--- src/rtl/plle2_drp_pkg.sv ---
// rtl/plle2_drp_pkg.sv - types, DRP address map and configuration table for the PLLE2 DRP sequencer
package plle2_drp_pkg;

   typedef struct packed {
      logic [6:0]  addr;
      logic [15:0] keep_mask;
      logic [15:0] data;
   } drp_entry_t;

   typedef enum logic [2:0] {
      S_IDLE, S_HOLD, S_RD, S_RD_WAIT, S_WR, S_WR_WAIT, S_REL, S_LOCK_WAIT
   } state_t;

   localparam logic [6:0] CLKOUT5_REG1  = 7'h06;
   localparam logic [6:0] CLKOUT5_REG2  = 7'h07;
   localparam logic [6:0] CLKOUT0_REG1  = 7'h08;
   localparam logic [6:0] CLKOUT0_REG2  = 7'h09;
   localparam logic [6:0] CLKOUT1_REG1  = 7'h0A;
   localparam logic [6:0] CLKOUT1_REG2  = 7'h0B;
   localparam logic [6:0] CLKOUT2_REG1  = 7'h0C;
   localparam logic [6:0] CLKOUT2_REG2  = 7'h0D;
   localparam logic [6:0] CLKOUT3_REG1  = 7'h0E;
   localparam logic [6:0] CLKOUT3_REG2  = 7'h0F;
   localparam logic [6:0] CLKOUT4_REG1  = 7'h10;
   localparam logic [6:0] CLKOUT4_REG2  = 7'h11;
   localparam logic [6:0] CLKFBOUT_REG1 = 7'h14;
   localparam logic [6:0] CLKFBOUT_REG2 = 7'h15;
   localparam logic [6:0] LOCK_REG1     = 7'h18;
   localparam logic [6:0] LOCK_REG2     = 7'h19;
   localparam logic [6:0] LOCK_REG3     = 7'h1A;
   localparam logic [6:0] FILT_REG1     = 7'h4E;
   localparam logic [6:0] FILT_REG2     = 7'h4F;

   localparam int TBL_CFG  = 2;
   localparam int TBL_REGS = 8;

   // Readback-and-rewrite of address 0: leaves the PLL untouched for unpopulated slots.
   localparam drp_entry_t NOP_ENTRY = '{addr: 7'h00, keep_mask: 16'hFFFF, data: 16'h0000};

   localparam drp_entry_t CFG_TABLE [TBL_CFG][TBL_REGS] = '{
      '{ '{CLKOUT0_REG1,  16'h1000, 16'h0041},
         '{CLKOUT0_REG2,  16'hFC00, 16'h0000},
         '{CLKOUT1_REG1,  16'h1000, 16'h0082},
         '{CLKOUT1_REG2,  16'hFC00, 16'h0000},
         '{CLKFBOUT_REG1, 16'h1000, 16'h0145},
         '{CLKFBOUT_REG2, 16'hFC00, 16'h0000},
         '{LOCK_REG1,     16'hFC00, 16'h01E8},
         '{FILT_REG1,     16'h66FF, 16'h0900} },
      '{ '{CLKOUT0_REG1,  16'h1000, 16'h00C3},
         '{CLKOUT0_REG2,  16'hFC00, 16'h0080},
         '{CLKOUT1_REG1,  16'h1000, 16'h0104},
         '{CLKOUT1_REG2,  16'hFC00, 16'h0000},
         '{CLKFBOUT_REG1, 16'h1000, 16'h0186},
         '{CLKFBOUT_REG2, 16'hFC00, 16'h0000},
         '{LOCK_REG1,     16'hFC00, 16'h00FA},
         '{FILT_REG2,     16'h666F, 16'h0090} }
   };

   function automatic int width_of(input int n);
      return (n > 1) ? $clog2(n) : 1;
   endfunction

   function automatic int max3(input int a, input int b, input int c);
      int m;
      m = (a > b) ? a : b;
      return (m > c) ? m : c;
   endfunction

endpackage

--- src/rtl/plle2_drp_rom.sv ---
// rtl/plle2_drp_rom.sv - combinational (cfg, idx) -> DRP entry lookup
module plle2_drp_rom
   import plle2_drp_pkg::*;
#(
   parameter int N_CFG  = 2,
   parameter int N_REGS = 8
) (
   input  logic [width_of(N_CFG)-1:0]  cfg,
   input  logic [width_of(N_REGS)-1:0] idx,
   output drp_entry_t                  entry
);

   always_comb begin
      entry = NOP_ENTRY;
      for (int c = 0; c < TBL_CFG; c++) begin
         for (int r = 0; r < TBL_REGS; r++) begin
            if (32'(cfg) == c && 32'(idx) == r && c < N_CFG && r < N_REGS) begin
               entry = CFG_TABLE[c][r];
            end
         end
      end
   end

endmodule

--- src/rtl/plle2_drp_sequencer.sv ---
// rtl/plle2_drp_sequencer.sv - PLLE2_ADV runtime reconfiguration through DRP read-modify-write
module plle2_drp_sequencer
   import plle2_drp_pkg::*;
#(
   parameter int N_CFG        = 2,
   parameter int N_REGS       = 8,
   parameter int DRDY_TIMEOUT = 15,
   parameter int LOCK_TIMEOUT = 65535,
   parameter int RST_HOLD     = 4,
   localparam int CW          = width_of(N_CFG)
) (
   input  logic          CLK,
   input  logic          RST,
   input  logic          I_START,
   input  logic [CW-1:0] I_CFG_SEL,
   output logic          O_BUSY,
   output logic          O_DONE,
   output logic          O_ERR,
   output logic [6:0]    O_DADDR,
   output logic [15:0]   O_DI,
   input  logic [15:0]   I_DO,
   output logic          O_DEN,
   output logic          O_DWE,
   input  logic          I_DRDY,
   output logic          O_PLL_RST,
   input  logic          I_LOCKED
);

   localparam int IW    = width_of(N_REGS);
   localparam int CNT_W = $clog2(max3(DRDY_TIMEOUT, LOCK_TIMEOUT, RST_HOLD) + 1);

   state_t             state_q, state_d;
   logic [CNT_W-1:0]   cnt_q, cnt_d;
   logic [IW-1:0]      idx_q, idx_d;
   logic [CW-1:0]      sel_q, sel_d;
   logic               busy_q, busy_d, done_q, done_d, err_q, err_d;
   logic               den_q, den_d, dwe_q, dwe_d, pll_rst_q, pll_rst_d;
   logic [6:0]         daddr_q, daddr_d;
   logic [15:0]        di_q, di_d;
   logic               cfg_ok;
   drp_entry_t         entry;

   assign cfg_ok = 32'(I_CFG_SEL) < N_CFG;

   // Looked up with the next idx/sel so the address is ready in the cycle DEN rises.
   plle2_drp_rom #(.N_CFG(N_CFG), .N_REGS(N_REGS)) u_rom (
      .cfg   (sel_d),
      .idx   (idx_d),
      .entry (entry)
   );

   always_comb begin
      state_d   = state_q;
      cnt_d     = cnt_q;
      idx_d     = idx_q;
      sel_d     = sel_q;
      busy_d    = busy_q;
      err_d     = err_q;
      done_d    = 1'b0;
      pll_rst_d = pll_rst_q;
      case (state_q)
         S_IDLE: begin
            // A start landing on the DONE cycle belongs to the finishing sequence and is dropped.
            if (I_START && !done_q) begin
               if (cfg_ok) begin
                  sel_d     = I_CFG_SEL;
                  err_d     = 1'b0;
                  idx_d     = '0;
                  cnt_d     = '0;
                  busy_d    = 1'b1;
                  pll_rst_d = 1'b1;
                  state_d   = S_HOLD;
               end else begin
                  err_d = 1'b1;
               end
            end
         end
         S_HOLD: begin
            if (cnt_q == CNT_W'(RST_HOLD - 1)) begin
               cnt_d   = '0;
               state_d = S_RD;
            end else begin
               cnt_d = cnt_q + CNT_W'(1);
            end
         end
         S_RD: begin
            cnt_d   = '0;
            state_d = S_RD_WAIT;
         end
         S_RD_WAIT: begin
            if (I_DRDY) begin
               state_d = S_WR;
            end else if (cnt_q == CNT_W'(DRDY_TIMEOUT)) begin
               err_d   = 1'b1;
               busy_d  = 1'b0;
               state_d = S_IDLE;
            end else begin
               cnt_d = cnt_q + CNT_W'(1);
            end
         end
         S_WR: begin
            cnt_d   = '0;
            state_d = S_WR_WAIT;
         end
         S_WR_WAIT: begin
            if (I_DRDY) begin
               if (idx_q == IW'(N_REGS - 1)) begin
                  pll_rst_d = 1'b0;
                  state_d   = S_REL;
               end else begin
                  idx_d   = idx_q + IW'(1);
                  state_d = S_RD;
               end
            end else if (cnt_q == CNT_W'(DRDY_TIMEOUT)) begin
               err_d   = 1'b1;
               busy_d  = 1'b0;
               state_d = S_IDLE;
            end else begin
               cnt_d = cnt_q + CNT_W'(1);
            end
         end
         S_REL: begin
            // The release cycle itself counts toward the lock budget.
            cnt_d   = CNT_W'(1);
            state_d = S_LOCK_WAIT;
         end
         S_LOCK_WAIT: begin
            if (I_LOCKED) begin
               done_d  = 1'b1;
               busy_d  = 1'b0;
               state_d = S_IDLE;
            end else if (cnt_q == CNT_W'(LOCK_TIMEOUT)) begin
               err_d   = 1'b1;
               busy_d  = 1'b0;
               state_d = S_IDLE;
            end else begin
               cnt_d = cnt_q + CNT_W'(1);
            end
         end
         default: state_d = S_IDLE;
      endcase
   end

   always_comb begin
      den_d   = (state_d == S_RD) || (state_d == S_WR);
      dwe_d   = (state_d == S_WR);
      daddr_d = (state_d == S_RD) ? entry.addr : daddr_q;
      di_d    = (state_q == S_RD_WAIT && state_d == S_WR) ?
                ((I_DO & entry.keep_mask) | entry.data) : di_q;
   end

   always_ff @(posedge CLK or posedge RST) begin
      if (RST) begin
         state_q   <= S_IDLE;
         cnt_q     <= '0;
         idx_q     <= '0;
         sel_q     <= '0;
         busy_q    <= 1'b0;
         done_q    <= 1'b0;
         err_q     <= 1'b0;
         den_q     <= 1'b0;
         dwe_q     <= 1'b0;
         daddr_q   <= '0;
         di_q      <= '0;
         pll_rst_q <= 1'b1;
      end else begin
         state_q   <= state_d;
         cnt_q     <= cnt_d;
         idx_q     <= idx_d;
         sel_q     <= sel_d;
         busy_q    <= busy_d;
         done_q    <= done_d;
         err_q     <= err_d;
         den_q     <= den_d;
         dwe_q     <= dwe_d;
         daddr_q   <= daddr_d;
         di_q      <= di_d;
         pll_rst_q <= pll_rst_d;
      end
   end

   assign O_BUSY    = busy_q;
   assign O_DONE    = done_q;
   assign O_ERR     = err_q;
   assign O_DEN     = den_q;
   assign O_DWE     = dwe_q;
   assign O_DADDR   = daddr_q;
   assign O_DI      = di_q;
   assign O_PLL_RST = pll_rst_q;

endmodule

--- config.mk ---
export PLATFORM = sky130hd
export DESIGN_NAME = plle2_drp_sequencer
export DESIGN_NICKNAME = d
export VERILOG_FILES = /design/src/rtl/plle2_drp_pkg.sv /design/src/rtl/plle2_drp_rom.sv /design/src/rtl/plle2_drp_sequencer.sv
export SDC_FILE = /design/constraint.sdc
export NUM_CORES = 1
export LEC_CHECK = 0
export BUFFER_PORTS_ARGS = -buffer_cell sky130_fd_sc_hd__buf_2
export CORE_MARGIN = 2
export CORE_UTILIZATION = 51
export CTS_CLUSTER_SIZE = 28
export DETAILED_ROUTE_END_ITERATION = 8
export PLACE_DENSITY = 0.84
export SYNTH_ARGS = -nofsm -noshare
export SYNTH_HDL_FRONTEND = slang
export SYNTH_SLANG_ARGS = --single-unit
--- constraint.sdc ---
create_clock -name CLK -period 2.4 [get_ports CLK]
set_input_delay 0 -clock CLK [delete_from_list [all_inputs] [get_ports CLK]]
set_output_delay 0 -clock CLK [all_outputs]
set_load 0.1 [all_outputs]
==> flow_summary.yaml <==
setup_path:
  cp-end-kind: "flip-flop"
  critical_path.slowest_cell: "dfrtp_2"
  worstSetupPathType: "reg -> reg"
  worstPathRequired_ns: 2.60
  critical_path.top_delay_family: "simple AND/OR/NAND/NOR gates"
  worstPathCellList: "nor4_4, nand4_1, o211ai_1, nor3b_4, o41ai_4, buf_4, mux2_1"
  cp-start-kind: "flip-flop"
  cp_max_fo: 7
  path_buf_inv: 1
  cpPeakStageDelay_ns: 0.47
  crit_arrival_ns: 2.50
logic_synthesis:
  synth_ff_type: "dfrtp_1"
  avgSynthCellArea_sq_um: 8.87
  ys_ff_latch: 51
  syn_inst: 327
  synth_top_area_share_pct: 43.1
  async_reset_ff_share_pct: 100
  yosysTopAreaCell: "dfrtp_1"
  ys_warn_count: 0
  synth_cell_types: 52
  yosysSeqAreaShare_pct: 44.0
  synthTopCellsByArea: "dfrtp_1 (43%), o21ai_0 (7.1%), nand2_1 (6.1%)"
  synth_edf_count: 0
  syn-num-nets: 351
  synth.cell_area_sq_um: 2900
clock_tree:
  cts_tree: "done"
  clock-sinks: 51
  root_buffer: "clkbuf_8"
  clock_latency_ns: 0.31
  cts_buffers: 5
  cts.path.max_buffers: 2
  htreeDepth: 2
  cts.clk_slew.worst_paths_ns: 0.10
final_layout:
  area_growth_pct: 23.6
  final_cell_mix: "buf_2 (48), dfrtp_1 (47), nand2_1 (47), o21ai_0 (40), buf_4 (21)"
  fin_nets: 421
  antenna_cells: 0
  final_common_cell: "buf_2"
  fillCellCount: 406
  drive_gt1_share_pct: 25.1
global_route:
  antenna_found_initial: 0
  grt_max_degree: 34
  grt_pass1_wl_microns: 12300
  grt_pass1_vias: 2654
  overflow: 0
  grtUsageTotal_pct: 24.5
sta:
  rsz0062_at_grt: "false"
  skew_ns: 0.00776
  setup_violations: 0
  hold_violations: 0
  period_share_pct: 95.7
  setup_ws_ns: 0.104
  slew_viol_final: 0
  maxSlewHeadroom_pct: 60.1
  tns_ns: 0
  worst_pin_slew_ns: 0.593
  min_period_ns: 2.30
  fmax_ghz: 0.436
drt:
  wl_microns: 7380
  dr.pass1.iters: 7
  wirelength_met1_microns: 3050
  highest_layer: "met4"
  drc: 0
  via_per_inst: 6.04
  initialDrtViolationCount: 212
  wl_met3_microns: 406
  ant_nets: 0
  met2WireLength_microns: 3660
  wl_per_cell_microns: 15.7
  vias: 2840
floorplan:
  initial_core_util_pct: 52.7
  core_area_sq_um: 5510
  fp.dieH_microns: 79.4
  rows: 27
  die_x_microns: 79.4
  pin_count: 51
  dieArea_sq_um: 6310
job:
  timing.max_cap.violations: 0
power_and_ir_drop:
  power_leakage_uw: 0.00165
  vdd_drop_max_uv: 628
  cellPowerDensity_nw_per_um2: 1210
hold_path:
  worstHoldPathType: "in -> reg"
placement:
  place_congestion: 0.853
  post-place-ws_ns: 0.0353
  hpwl_microns: 5010
  io_buffer_count: 48
outcome:
  outcome: "complete, no violations"
[final timing paths]
path | start | endpoint | slack [ns] | cells past startpoint
max | cnt_q[4] | O_DADDR[2] | 0.10 | 7
min | I_DO[4] | O_DI[4] | 0.01 | 3
max reg2reg | cnt_q[4] | O_DADDR[2] | 0.10 | 7
min reg2reg | O_DI[9] | O_DI[9] | 0.47 | 2
max in group asynchronous | RST | cnt_q[7] | 1.38 | 4
min in group asynchronous | RST | O_DI[9] | 0.21 | 3
[cells in the mapped netlist (4+ instances only)]
cell type  instances
o21ai_0           41
a21oi_1           14
inv_1              9
nand4_1            6
o31ai_1           14
nand2_1           47
a31oi_1            4
and2_1             5
o211ai_1           4
nor3_1             5
mux2_2             5
nand2b_1           5
nor2b_1            9
buf_2              5
nand3_1           16
clkbuf_1          10
mux2i_1            4
dfrtp_1           50
nor2_1            20
or4_1              5
[sequential cells by signal (all words and copies together), names as in the netlist]
register,cells
O_DONE,1
O_ERR,1
O_DADDR,6
O_DEN,1
O_DI,16
sel_q,1
O_PLL_RST,1
cnt_q,16
O_BUSY,1
idx_q,3
state_q,3
O_DWE,1
[where the power goes]
| group | internal (uW) | switching [uW] | total, uW | leakage, uW |
|---|---|---|---|---|
| sequential | 1070 | 171 | 1240 | 0.000668 |
| clock | 311 | 297 | 608 | 0.0000581 |
| combinational | 643 | 1860 | 2510 | 0.000927 |
[layer usage]
layer	GRT usage, %	vias to the layer above
met4	10.0	0
li1	-	1327
met2	40.9	122
met3	3.51	29
met5	0	-
met1	31.9	1362
[cells by family after synthesis]
group | after synthesis | share of synthesized area (%)
adder cells (fa/ha/maj) | 2 | 0.863
AO/OA/AOI/OAI | 96 | 21.4
flip-flops | 51 | 44.0
multiplexers | 10 | 3.71
AND/OR/NAND/NOR | 139 | 25.7
other | 1 | 0.129
buffers and inverters | 28 | 4.23
[tightest hold or removal path, delay by kind of cell]
| family | cells | cell delay [ns] |
|---|---|---|
| buf+inv | 1 | 0.10 |
| compound gates | 2 | 0.20 |
[timing repair]
action | in CTS | in global routing
hold endpoints to repair | 27 | 0
gates resized for setup | 0 | 10
buffers inserted | 1 | 3
hold buffers | 11 | 0
pin swaps | 1 | 3
endpoints found under the setup margin | 1 | 15
[metrics by stage]
step	hold slack (ns)	total power, uW	instance area [sq um]	cells	util, %
floorplan	0.133	3150	2900	327	-
global placement	0.00391	3620	3290	447	59.8
detailed placement	0.0165	3670	3290	447	59.8
CTS	0.0117	4300	3520	467	64.0
global route	0.0112	4590	3580	470	65.1
finish	0.0125	4350	3580	470	65.1
[layout make-up]
| type | count | area, sq um | area share [%] |
|---|---|---|---|
| clock inverters | 3 | 43.8 | 1.22 |
| well taps | 72 | 90.1 | 2.51 |
| repair buffers | 81 | 528 | 14.7 |
| inverters | 10 | 37.5 | 1.05 |
| clock buffers | 5 | 68.8 | 1.92 |
| multi-input cells | 248 | 1540 | 42.8 |
| flip-flops and latches | 51 | 1280 | 35.7 |
(Power assumes the default switching activity.)
